## src/rtl/down_counter.sv

```systemverilog
// Loadable down counter with wrap, saturate or auto-reload on underflow.
// zero is decoded straight from the count register; borrow is a registered one-cycle pulse.
module down_counter #(
   parameter int                 WIDTH   = 4,
   parameter logic [WIDTH-1:0]   RST_VAL = {WIDTH{1'b1}}
) (
   input  logic             clk,
   input  logic             rst,
   input  logic             en,
   input  logic             load,
   input  logic [WIDTH-1:0] load_val,
   input  logic             auto_reload,
   input  logic             sat,
   output logic [WIDTH-1:0] count,
   output logic             zero,
   output logic             borrow
);

   logic [WIDTH-1:0] count_q, count_d;
   logic [WIDTH-1:0] reload_q, reload_d;
   logic             borrow_q, borrow_d;
   logic             at_zero;

   assign at_zero = (count_q == '0);

   always_comb begin
      count_d  = count_q;
      reload_d = reload_q;
      borrow_d = 1'b0;
      if (load) begin
         count_d  = load_val;
         reload_d = load_val;
      end else if (en) begin
         if (at_zero) begin
            // Underflow: auto_reload outranks sat; otherwise wrap to all ones.
            borrow_d = 1'b1;
            if (auto_reload)
               count_d = reload_q;
            else if (sat)
               count_d = '0;
            else
               count_d = {WIDTH{1'b1}};
         end else begin
            count_d = count_q - 1'b1;
         end
      end
   end

   always_ff @(posedge clk or posedge rst) begin
      if (rst) begin
         count_q  <= RST_VAL;
         reload_q <= RST_VAL;
         borrow_q <= 1'b0;
      end else begin
         count_q  <= count_d;
         reload_q <= reload_d;
         borrow_q <= borrow_d;
      end
   end

   assign count  = count_q;
   assign zero   = at_zero;
   assign borrow = borrow_q;

endmodule

```

## config.mk

```make
export PLATFORM = sky130hd
export DESIGN_NAME = down_counter
export DESIGN_NICKNAME = d
export VERILOG_FILES = /design/src/rtl/down_counter.sv
export SDC_FILE = /design/constraint.sdc
export NUM_CORES = 1
export LEC_CHECK = 0
export BUFFER_PORTS_ARGS = -buffer_cell sky130_fd_sc_hd__buf_4
export CORE_AREA = 2 2 39 41
export CTS_CLUSTER_SIZE = 10
export DETAILED_ROUTE_END_ITERATION = 12
export DIE_AREA = 0 0 41 43
export GPL_ROUTABILITY_DRIVEN = 0
export PLACE_DENSITY = 0.63
export REMOVE_ABC_BUFFERS = 1
export SLEW_MARGIN = 20
export SYNTH_ARGS = -nofsm -noshare
export SYNTH_HDL_FRONTEND = slang
export SYNTH_SLANG_ARGS = --single-unit
```

## constraint.sdc

```tcl
create_clock -name clk -period 1.8 [get_ports clk]
set_input_delay 0.18 -clock clk [delete_from_list [all_inputs] [get_ports clk]]
set_output_delay 0.18 -clock clk [all_outputs]
set_load 0.01 [all_outputs]
```

# After elaboration in Yosys (flattened, before gate mapping)
# Index checks and enable logic that the tools add are counted.
# word_totals
reg_bits	9
out_inout_bits	6
in_bits	10
elab_cells	14
# op_classes
reduce_logical	2
mux	8
add_sub_neg	1
# op_table
cell	count
$mux W4	5
$logic_not A4 Y1	1
$sub A4 B1 Y4 const B	1
$mux W1	3
$reduce_bool A2 Y1	1

# Logic depth before layout (Yosys ltp)
# Gate-level depths: netlist of run 1.
# depth
ltp_word	5
ltp_mapped	6
ltp_nobuf	6

# Worst setup path after synthesis of run 1
# Ideal clock, no wire load.
# synth_path
path_type	register to register
start	register count_q[0], in the netlist count[0]
end	register count_q[3], in the netlist count[3]
setup_ns	0.060
slack_ns	0.275
period_less_slack_ns	1.525
path_stages_with_launch	7
required_ns	1.740
arrival_time_ns	1.465
n_path_buf	0
cell_sequence	dfstp_2 > inv_1 > ha_1 > nor3b_4 > o21ai_2 > a311o_1 > nand2_1
# synth_via
elab_chain_cells	4
word_cells_on_any_way	5
cone_classes	add/sub (1); mux (3); reduce/logical (1)
# synth_rtl
element	line_no	rtl
start: declaration	19	logic [WIDTH-1:0] count_q, count_d;
start signal: assignment	55	count_q <= count_d;
$logic_not A4 Y1	24	assign at_zero = (count_q == '0);
net zero	15	output logic zero,
$mux W4	34	if (at_zero) begin
$mux W4	33	end else if (en) begin
$mux W4	30	if (load) begin
# The timed path passes the listed nets, and every way through them passes these cells. The select of a mux whose other input is x is not followed.
# A chain may end at the register's enable or synchronous reset.

# Worst setup path after layout of run 1
# layout_path
start	register count_q[0], in the netlist count[0]
end	output zero
# layout_via
elab_chain_cells	1
# layout_rtl
element	line_no
$logic_not A4 Y1	24
end: declaration	15
# No other way between the ends.

==> flow_summary.yaml, run 1 <==
critical_path:
  required_ns: 1.62
  regToRegSetupSlack_ns: 0.22
  crit_type: "reg -> out"
  path_max_fanout: 8
  crit_path_end: "zero"
  slowest_stage: "dfstp_2"
  cp_data_arrival_time_ns: 1.47
  reg2reg_from: "count[0]$_DFFE_PP1P_"
  cp_cell_sequence: "inv_1, ha_1, nor3b_4, buf_4"
  slowest_delay_ns: 0.38
  end_kind: "output port"
  crit_path_start_kind: "flip-flop"
  reg2reg_to: "count[3]$_DFFE_PP1P_"
  critical_path.startpoint: "count[0]$_DFFE_PP1P_"
  r2r_cells: 6
logic_synthesis:
  post_synth_fa_ha_maj_area_fraction: 0.0243
  post-synth-top-count-cell: "o21ai_0"
  synthSimpleGateAreaFrac: 0.217
  synth-xor-area-share: 0
  synth-compound-area-share: 0.209
  synth_edf_count: 0
  ys_seq_elements: 9
  muxShareOfSynthArea: 0.0195
  synth_warnings: 0
  syn_area_sq_um: 514
  yosysTopAreaCell: "dfstp_2"
  synth_top_family_by_area: "simple AND/OR/NAND/NOR gates"
  synth_ff_type: "dfstp_2"
  netlist_top_cells_count: "9 x o21ai_0, 8 x dfstp_2, 8 x inv_1"
  post-synth-top-area-fraction: 0.409
  synth_cells: 57
  synthTopCellsByArea: "dfstp_2 41%, o21ai_0 8.8%, inv_1 5.8%"
  ys_types: 24
  synthArstFlopShare: 1.00
  ys_seq_area_frac: 0.457
  avgSynthCellArea_sq_um: 9.02
floorplan:
  start_util: 0.372
  num_io_pins: 16
  die_width_um: 41
  dieArea_sq_um: 1760
  design.core.area_sq_um: 1380
  dieHeight_um: 43
  row_count: 14
layout:
  nets: 87
  finish.instance_area_sq_um: 676
  area_growth_pct: 31.4
  drive_gt1_frac: 0.387
  antenna_cells: 0
  post-route-util: 0.488
sta:
  holdWs_ns: 0.143
  relSlewSlack: 0.763
  tightest_slew_ns: 0.355
  rsz0062_at_grt: "false"
  finalMaxSlewViolations: 0
  clock.fmax_mhz: 607
  timing.final.ws_setup_ns: 0.151
  setup_violations: 0
  clock_skew_ns: 0.00103
  period_share: 0.916
  hold_violations: 0
  finalSetupTns_ns: 0
  fin_crit_ns: 1.65
global_routing:
  grt_overflow: 0
  grt_usage: 0.136
  grt_first_pass_wirelength_mm: 1.61
  grt_max_degree: 15
  antenna_found_initial: 0
  grt_pass1_vias: 397
drt:
  antenna_left: 0
  vias: 432
  wire_per_inst_um: 11.0
  dr.pass1.iters: 4
  drt-initial-drc-count: 13
  avgViaCountPerCell: 4.75
  drt_drc_violations_left: 0
  wl_mm: 1.00
place:
  post-place-ws_ns: 0.224
  placed_area_sq_um: 639
  hpwlAfterDp_um: 783
  place.port_buffers: 15
job:
  cap_violations: 0
clock_tree:
  h-tree-depth: 1
  cts_root_buffer: "clkbuf_4"
  cts_buffer_depth: 2
  cts_tree: "yes"
  numCtsBuffers: 3
  clock_latency_ns: 0.25
  clkSinkCount: 9
  post_cts_resize_count: 0
  path_clk_slew_ns: 0.06
power:
  p_leak_nw: 0.318
  max-vdd-ir-drop_v: 0.000405
  p_per_area_nw_per_um2: 810
run_status:
  outcome: "complete, no violations"
worst_hold_path:
  worstHoldPathCells: 3
  hold_class: "in -> reg"
routing by layer:
layer	GRT usage	up-vias	part of all wire	wire length, um
met1	0.190	192	0.50	504
met3	0.0314	2	0.038	38
li1	-	230	-	-
met2	0.184	8	0.45	449
met5	0	-	0	0
met4	0.0800	0	0.012	12
per-stage QoR:
| step | instances | total power, mW |
|---|---|---|
| 3_5_place_dp | 86 | 0.399 |
| 4_1_cts | 91 | 0.556 |
| 6_report | 91 | 0.547 |
| 2_1_floorplan | 55 | 0.338 |
| 3_3_place_gp | 86 | 0.398 |
| 5_1_grt | 91 | 0.588 |
state kept, by name, indices dropped and copies added, names as in the netlist:
signal	cells
reload_q	4
borrow	1
count	4
logic make-up (layout without fill, tap and decap cells):
family | Yosys count | count (layout)
AND/OR/NAND/NOR | 19 | 19
AO/OA/AOI/OAI | 17 | 17
buffers and inverters | 10 | 28
flip-flops | 9 | 9
adder cells (fa/ha/maj) | 1 | 1
multiplexers | 1 | 1
worst max-delay path, delay by kind of cell, from the launching register on:
family	cells	cell delay, ns
flip-flops	1	0.38
buffers and inverters	2	0.26
AND/OR/NAND/NOR	1	0.37
adder cells (fa/ha/maj)	1	0.20
how the worst min path moves through the flow:
stage	endpoint	slack [ns]	from
3_5_place_dp	borrow$_DFF_PP0_	0.16	rst
2_1_floorplan	borrow$_DFF_PP0_	0.002	rst
5_1_grt	count[3]$_DFFE_PP1P_	0.16	load_val[3]
3_3_place_gp	borrow$_DFF_PP0_	0.16	rst
4_1_cts	count[3]$_DFFE_PP1P_	0.14	load_val[3]
6_report	count[3]$_DFFE_PP1P_	0.14	load_val[3]
power breakdown:
group | internal [mW] | switching [mW]
clock network | 0.0852 | 0.0663
registers | 0.238 | 0.0191
logic | 0.0725 | 0.0664
total | 0.396 | 0.152
final cells by class:
cell class | count | area [sq um]
clock buffer | 4 | 26.3
inverter | 8 | 30.0
sequential | 9 | 235
multi-input combinational | 38 | 241
fill | 131 | 708
timing repair buffer | 16 | 123
tap | 16 | 20.0
cells in the final DEF (no fill, tap or decap), drive strengths merged, types with 2 or more instances in the layout:
cell / synthesis / routed
nor2b: 2 / 2
buf: 0 / 15
nor3b: 2 / 2
inv: 8 / 8
clkbuf: 2 / 4
a21oi: 2 / 2
dfstp: 8 / 8
nor2: 5 / 5
o21ai: 10 / 10
nand2: 5 / 5
timing repair:
action | CTS | global route
hold buffers | 1 | 0
hold endpoints to repair | 1 | 0
buffers inserted | 0 | 0
(Power assumes the default switching activity.)
==> run 2: changes to the inputs <==
--- a/config.mk
+++ b/config.mk
@@ -6,13 +6,14 @@
 export NUM_CORES = 1
 export LEC_CHECK = 0
 export BUFFER_PORTS_ARGS = -buffer_cell sky130_fd_sc_hd__buf_4
-export CORE_AREA = 2 2 39 41
+export CORE_AREA = 5 5 42 44
 export CTS_CLUSTER_SIZE = 10
 export DETAILED_ROUTE_END_ITERATION = 12
-export DIE_AREA = 0 0 41 43
+export DIE_AREA = 0 0 47 49
 export GPL_ROUTABILITY_DRIVEN = 0
 export PLACE_DENSITY = 0.63
 export REMOVE_ABC_BUFFERS = 1
+export SKIP_LAST_GASP = 1
 export SLEW_MARGIN = 20
 export SYNTH_ARGS = -nofsm -noshare
 export SYNTH_HDL_FRONTEND = slang
==> run 2 against run 1 <==
  * Total power is 0.62% higher
  * Clock power is 3% higher
  * Die area is 31% higher
  * Global-route usage is 1.8 points lower
  * Hold slack worse by 0.013 ns
  * Maximum frequency is 0.55% lower
  * Core utilization is 0.61 points lower
  * Clock-buffer cell count stayed put
  * Critical endpoint unchanged
  * Largest power group unchanged
==> flow_summary.yaml, run 2 (same netlist as run 1, synthesis figures left out) <==
layout:
  final_common_cell: "buf_4"
  finalNonFillerCells: 91
  final-seq-area_sq_um: 235
  nFillCells: 154
  area_growth_pct: 31.4
  finish.instance_area_sq_um: 676
  post-route-util: 0.482
  drive_gt1_frac: 0.387
  multi_input_area_sq_um: 241
  nets: 87
  antenna_cells: 0
  mostFrequentLayoutCells: "15 x buf_4, 9 x o21ai_0, 8 x inv_1, 8 x dfstp_2"
place:
  placed_area_sq_um: 639
  hpwlAfterDp_um: 829
  place.port_buffers: 15
  dpl.cell_count: 86
floorplan:
  dieHeight_um: 49
  design.core.area_sq_um: 1400
  start_util: 0.367
  dieArea_sq_um: 2300
  num_io_pins: 16
  row_count: 14
  die_width_um: 47
worst_hold_path:
  hold_class: "in -> reg"
drt:
  wl_mm: 1.08
  dr.pass1.iters: 4
  vias: 449
  drt-initial-drc-count: 8
  antenna_left: 0
  drt_drc_violations_left: 0
  wire_per_inst_um: 11.8
  avgViaCountPerCell: 4.93
sta:
  clock.fmax_mhz: 603
  relSlewSlack: 0.767
  fin_crit_ns: 1.66
  setup_violations: 0
  hold_violations: 0
  tightest_slew_ns: 0.349
  period_share: 0.921
  finalSetupTns_ns: 0
  rsz0062_at_grt: "false"
  finalMaxSlewViolations: 0
  clock_skew_ns: 0.00582
clock_tree:
  post_cts_buffers: 0
  cts_buffer_depth: 2
  cts_tree: "yes"
  post_cts_resize_count: 0
  clkSinkCount: 9
  h-tree-depth: 1
  cts_root_buffer: "clkbuf_4"
  path_clk_slew_ns: 0.06
  numCtsBuffers: 3
  clock_latency_ns: 0.26
global_routing:
  grt_usage: 0.118
  grt_overflow: 0
  grt_first_pass_wirelength_mm: 1.88
  grt_pass1_vias: 423
  antenna_found_initial: 0
  grt_max_degree: 15
power:
  max-vdd-ir-drop_v: 0.000390
  switching_power_uw: 155
  power_uw: 551
  p_per_area_nw_per_um2: 815
  pwr-share-seq: 0.466
  internal_power_uw: 396
  clkPwrFrac: 0.281
  swShare: 0.281
  p_leak_nw: 0.318
  combinationalPowerShare: 0.253
run_status:
  outcome: "complete, no violations"
critical_path:
  path_max_fanout: 8
  cp_data_arrival_time_ns: 1.48
  crit_type: "reg -> out"
  required_ns: 1.62
  crit_path_start_kind: "flip-flop"
  end_kind: "output port"
job:
  cap_violations: 0
==> run 2: cell counts in the layout (fill, tap and decap cells not counted) <==
Identical to the previous run, type by type.
==> run 2: power groups by stage <==
stage	sequential, mW	clock (mW)	combinational [mW]
detailed placement	0.260	0	0.139
global route	0.261	0.178	0.158
global placement	0.259	0	0.139
finish	0.257	0.155	0.139
CTS	0.257	0.163	0.142
floorplan	0.263	0	0.0754
==> run 2: routing by layer <==
layer  up-vias  track usage  wire length (um)
met5         -            0                 0
met4         0       0.0691                32
met3         5       0.0332                51
met2        11        0.176               538
met1       205        0.144               453
li1        228            -                 -
==> run 2: worst max-delay path, stage by stage, from the launching register on <==
cell and delay [ns]:
dfstp_2 0.38, inv_1 0.07, ha_1 0.20, nor3b_4 0.36, buf_4 0.20
==> run 2: layout make-up <==
class,count,share of cell area
Timing Repair Buffer,16,0.181
Clock buffer,4,0.0389
Multi-Input combinational cell,38,0.357
Sequential cell,9,0.348
Inverter,8,0.0444
Tap cell,16,0.0296
==> run 2: repair_timing <==
item / in CTS / in global routing
setup endpoints to repair: 0 / 0
hold buffers: 1 / 0
endpoints found under the hold margin: 1 / 0
==> run 2: worst paths after layout <==
path / slack (ns) / to / cells past startpoint / from
setup / recovery: 0.14 / zero / 4 / count[0]$_DFFE_PP1P_
min in group asynchronous: 0.45 / borrow$_DFF_PP0_ / 3 / rst
hold reg to reg: 0.48 / reload_q[3]$_DFFE_PP1P_ / 2 / reload_q[3]$_DFFE_PP1P_
setup reg to reg: 0.20 / count[3]$_DFFE_PP1P_ / 6 / count[0]$_DFFE_PP1P_
max in group asynchronous: 1.06 / count[2]$_DFFE_PP1P_ / 3 / rst
hold / removal: 0.13 / count[3]$_DFFE_PP1P_ / 3 / load_val[3]
==> run 2: per-stage QoR <==
stage | hold slack (ns) | worst slack [ns]
final | 0.130 | 0.142
after global routing | 0.145 | 0.0166
after global placement | 0.169 | 0.259
after floorplan | 0.00219 | 0.275
after CTS | 0.128 | 0.115
after detailed placement | 0.166 | 0.193
==> run 3: changes to the inputs <==
--- a/config.mk
+++ b/config.mk
@@ -7,6 +7,7 @@
 export LEC_CHECK = 0
 export BUFFER_PORTS_ARGS = -buffer_cell sky130_fd_sc_hd__buf_4
 export CORE_AREA = 5 5 42 44
+export CTS_BUF_LIST = sky130_fd_sc_hd__clkbuf_8
 export CTS_CLUSTER_SIZE = 10
 export DETAILED_ROUTE_END_ITERATION = 12
 export DIE_AREA = 0 0 47 49
==> run 3 against run 2 <==
  * Critical path depth is the same
  * Largest power group unchanged
  * Critical endpoint unchanged
  * Register-to-register slack about the same
  * Total power grew 14%
  * Combinational power about the same
  * Cell count stayed put
  * Die area unchanged
  * Final area grew 2.8%
  * Non-clock buffer count did not move
  * Clock power is 50% higher
  * Global-route usage up 0.71 points
==> flow_summary.yaml, run 3 (same netlist as run 1, synthesis figures left out) <==
critical_path:
  cp_data_arrival_time_ns: 1.45
  critical_path.top_delay_family: "flip-flops"
  cp.buffers_inverters: 2
  r2r_cells: 6
  critical_path.startpoint: "count[0]$_DFFE_PP1P_"
  reg2reg_from: "count[0]$_DFFE_PP1P_"
  cp_num_cells: 4
  end_kind: "output port"
  crit_type: "reg -> out"
  crit_path_start_kind: "flip-flop"
  slowest_delay_ns: 0.38
  regToRegSetupSlack_ns: 0.21
  crit_path_end: "zero"
  reg2reg_to: "count[3]$_DFFE_PP1P_"
  cp_cell_sequence: "inv_1, ha_1, nor3b_4, buf_4"
  path_max_fanout: 8
  required_ns: 1.62
  slowest_stage: "dfstp_2"
clock_tree:
  clkSinkCount: 9
  path_clk_slew_ns: 0.05
  clock_latency_ns: 0.24
  h-tree-depth: 1
  cts_buffer_depth: 2
  post_cts_buffers: 0
  cts_root_buffer: "clkbuf_8"
  numCtsBuffers: 3
  cts_tree: "yes"
sta:
  holdWs_ns: 0.163
  setup_violations: 0
  finalSetupTns_ns: 0
  tightest_slew_ns: 0.354
  fin_crit_ns: 1.63
  period_share: 0.907
  clock.fmax_mhz: 613
  relSlewSlack: 0.764
  clock_skew_ns: 0.00460
  hold_violations: 0
  rsz0062_at_grt: "false"
  finalMaxSlewViolations: 0
place:
  hpwlAfterDp_um: 829
  place.port_buffers: 15
  dpl.cell_count: 86
floorplan:
  dieArea_sq_um: 2300
  start_util: 0.367
  design.core.area_sq_um: 1400
  num_io_pins: 16
  die_width_um: 47
  row_count: 14
  dieHeight_um: 49
drt:
  drt-initial-drc-count: 11
  drt_drc_violations_left: 0
  antenna_left: 0
  dr.pass1.iters: 4
  avgViaCountPerCell: 4.98
  wl_mm: 1.10
  wire_per_inst_um: 12.1
  vias: 453
global_routing:
  grt_max_degree: 15
  grt_first_pass_wirelength_mm: 1.94
  antenna_found_initial: 0
  grt_usage: 0.125
  grt_pass1_vias: 433
  grt_overflow: 0
job:
  cap_violations: 0
worst_hold_path:
  hold_class: "in -> reg"
  worstHoldPathCells: 3
power:
  max-vdd-ir-drop_v: 0.000464
  p_leak_nw: 0.330
  p_per_area_nw_per_um2: 905
layout:
  nFillCells: 148
  drive_gt1_frac: 0.387
  mostFrequentLayoutCells: "15 x buf_4, 9 x inv_1, 9 x o21ai_0"
  antenna_cells: 0
  area_growth_pct: 35.0
  post-route-util: 0.496
  final_common_cell: "buf_4"
  finalNonFillerCells: 91
  nets: 87
run_status:
  outcome: "complete, no violations"
[run 3: how the worst min path moves through the flow]
stage	start	endpoint	slack, ns
final	load_val[3]	count[3]$_DFFE_PP1P_	0.16
after floorplan	rst	borrow$_DFF_PP0_	0.002
after detailed placement	rst	borrow$_DFF_PP0_	0.17
after global placement	rst	borrow$_DFF_PP0_	0.17
after CTS	load_val[3]	count[3]$_DFFE_PP1P_	0.16
after global routing	load_val[3]	count[3]$_DFFE_PP1P_	0.20
[run 3: metal layers]
metal	wire length, um	share of wire	global-route usage	up-vias
li1	-	-	-	228
met2	529	0.48	0.181	11
met1	471	0.43	0.142	209
met5	0	0	0	-
met3	61	0.055	0.0443	5
met4	39	0.035	0.0968	0
[run 3: stage by stage]
step | setup slack [ns] | total power [mW] | instance area (sq um)
6_report | 0.168 | 0.629 | 694
4_1_cts | 0.145 | 0.640 | 694
3_3_place_gp | 0.259 | 0.398 | 639
5_1_grt | 0.0539 | 0.674 | 694
3_5_place_dp | 0.193 | 0.400 | 639
2_1_floorplan | 0.275 | 0.338 | 507
[run 3: worst min-delay path, cell delays in order]
cell and delay, ns:
buf_4 0.08, nand2_1 0.05, nand2_1 0.06
[run 3: layout make-up]
type	instances	area, sq um	area share
clock inverters	1	3.75	0.00541
inverters	8	30.0	0.0432
clock buffers	3	41.3	0.0595
well taps	16	20.0	0.0288
flip-flops and latches	9	235	0.339
repair buffers	16	123	0.177
multi-input cells	38	241	0.348
[run 3: timing repair]
action | CTS | global route
gates resized for setup | 0 | 0
endpoints found under the hold margin | 1 | 0
hold buffers | 1 | 0
[run 3: report_power, final]
| part | switching [mW] | internal [mW] | total, mW | leakage [nW] |
|---|---|---|---|---|
| clock network | 0.0828 | 0.149 | 0.232 | 0.0269 |
| logic | 0.0671 | 0.0726 | 0.140 | 0.205 |
| registers | 0.0188 | 0.239 | 0.257 | 0.0978 |
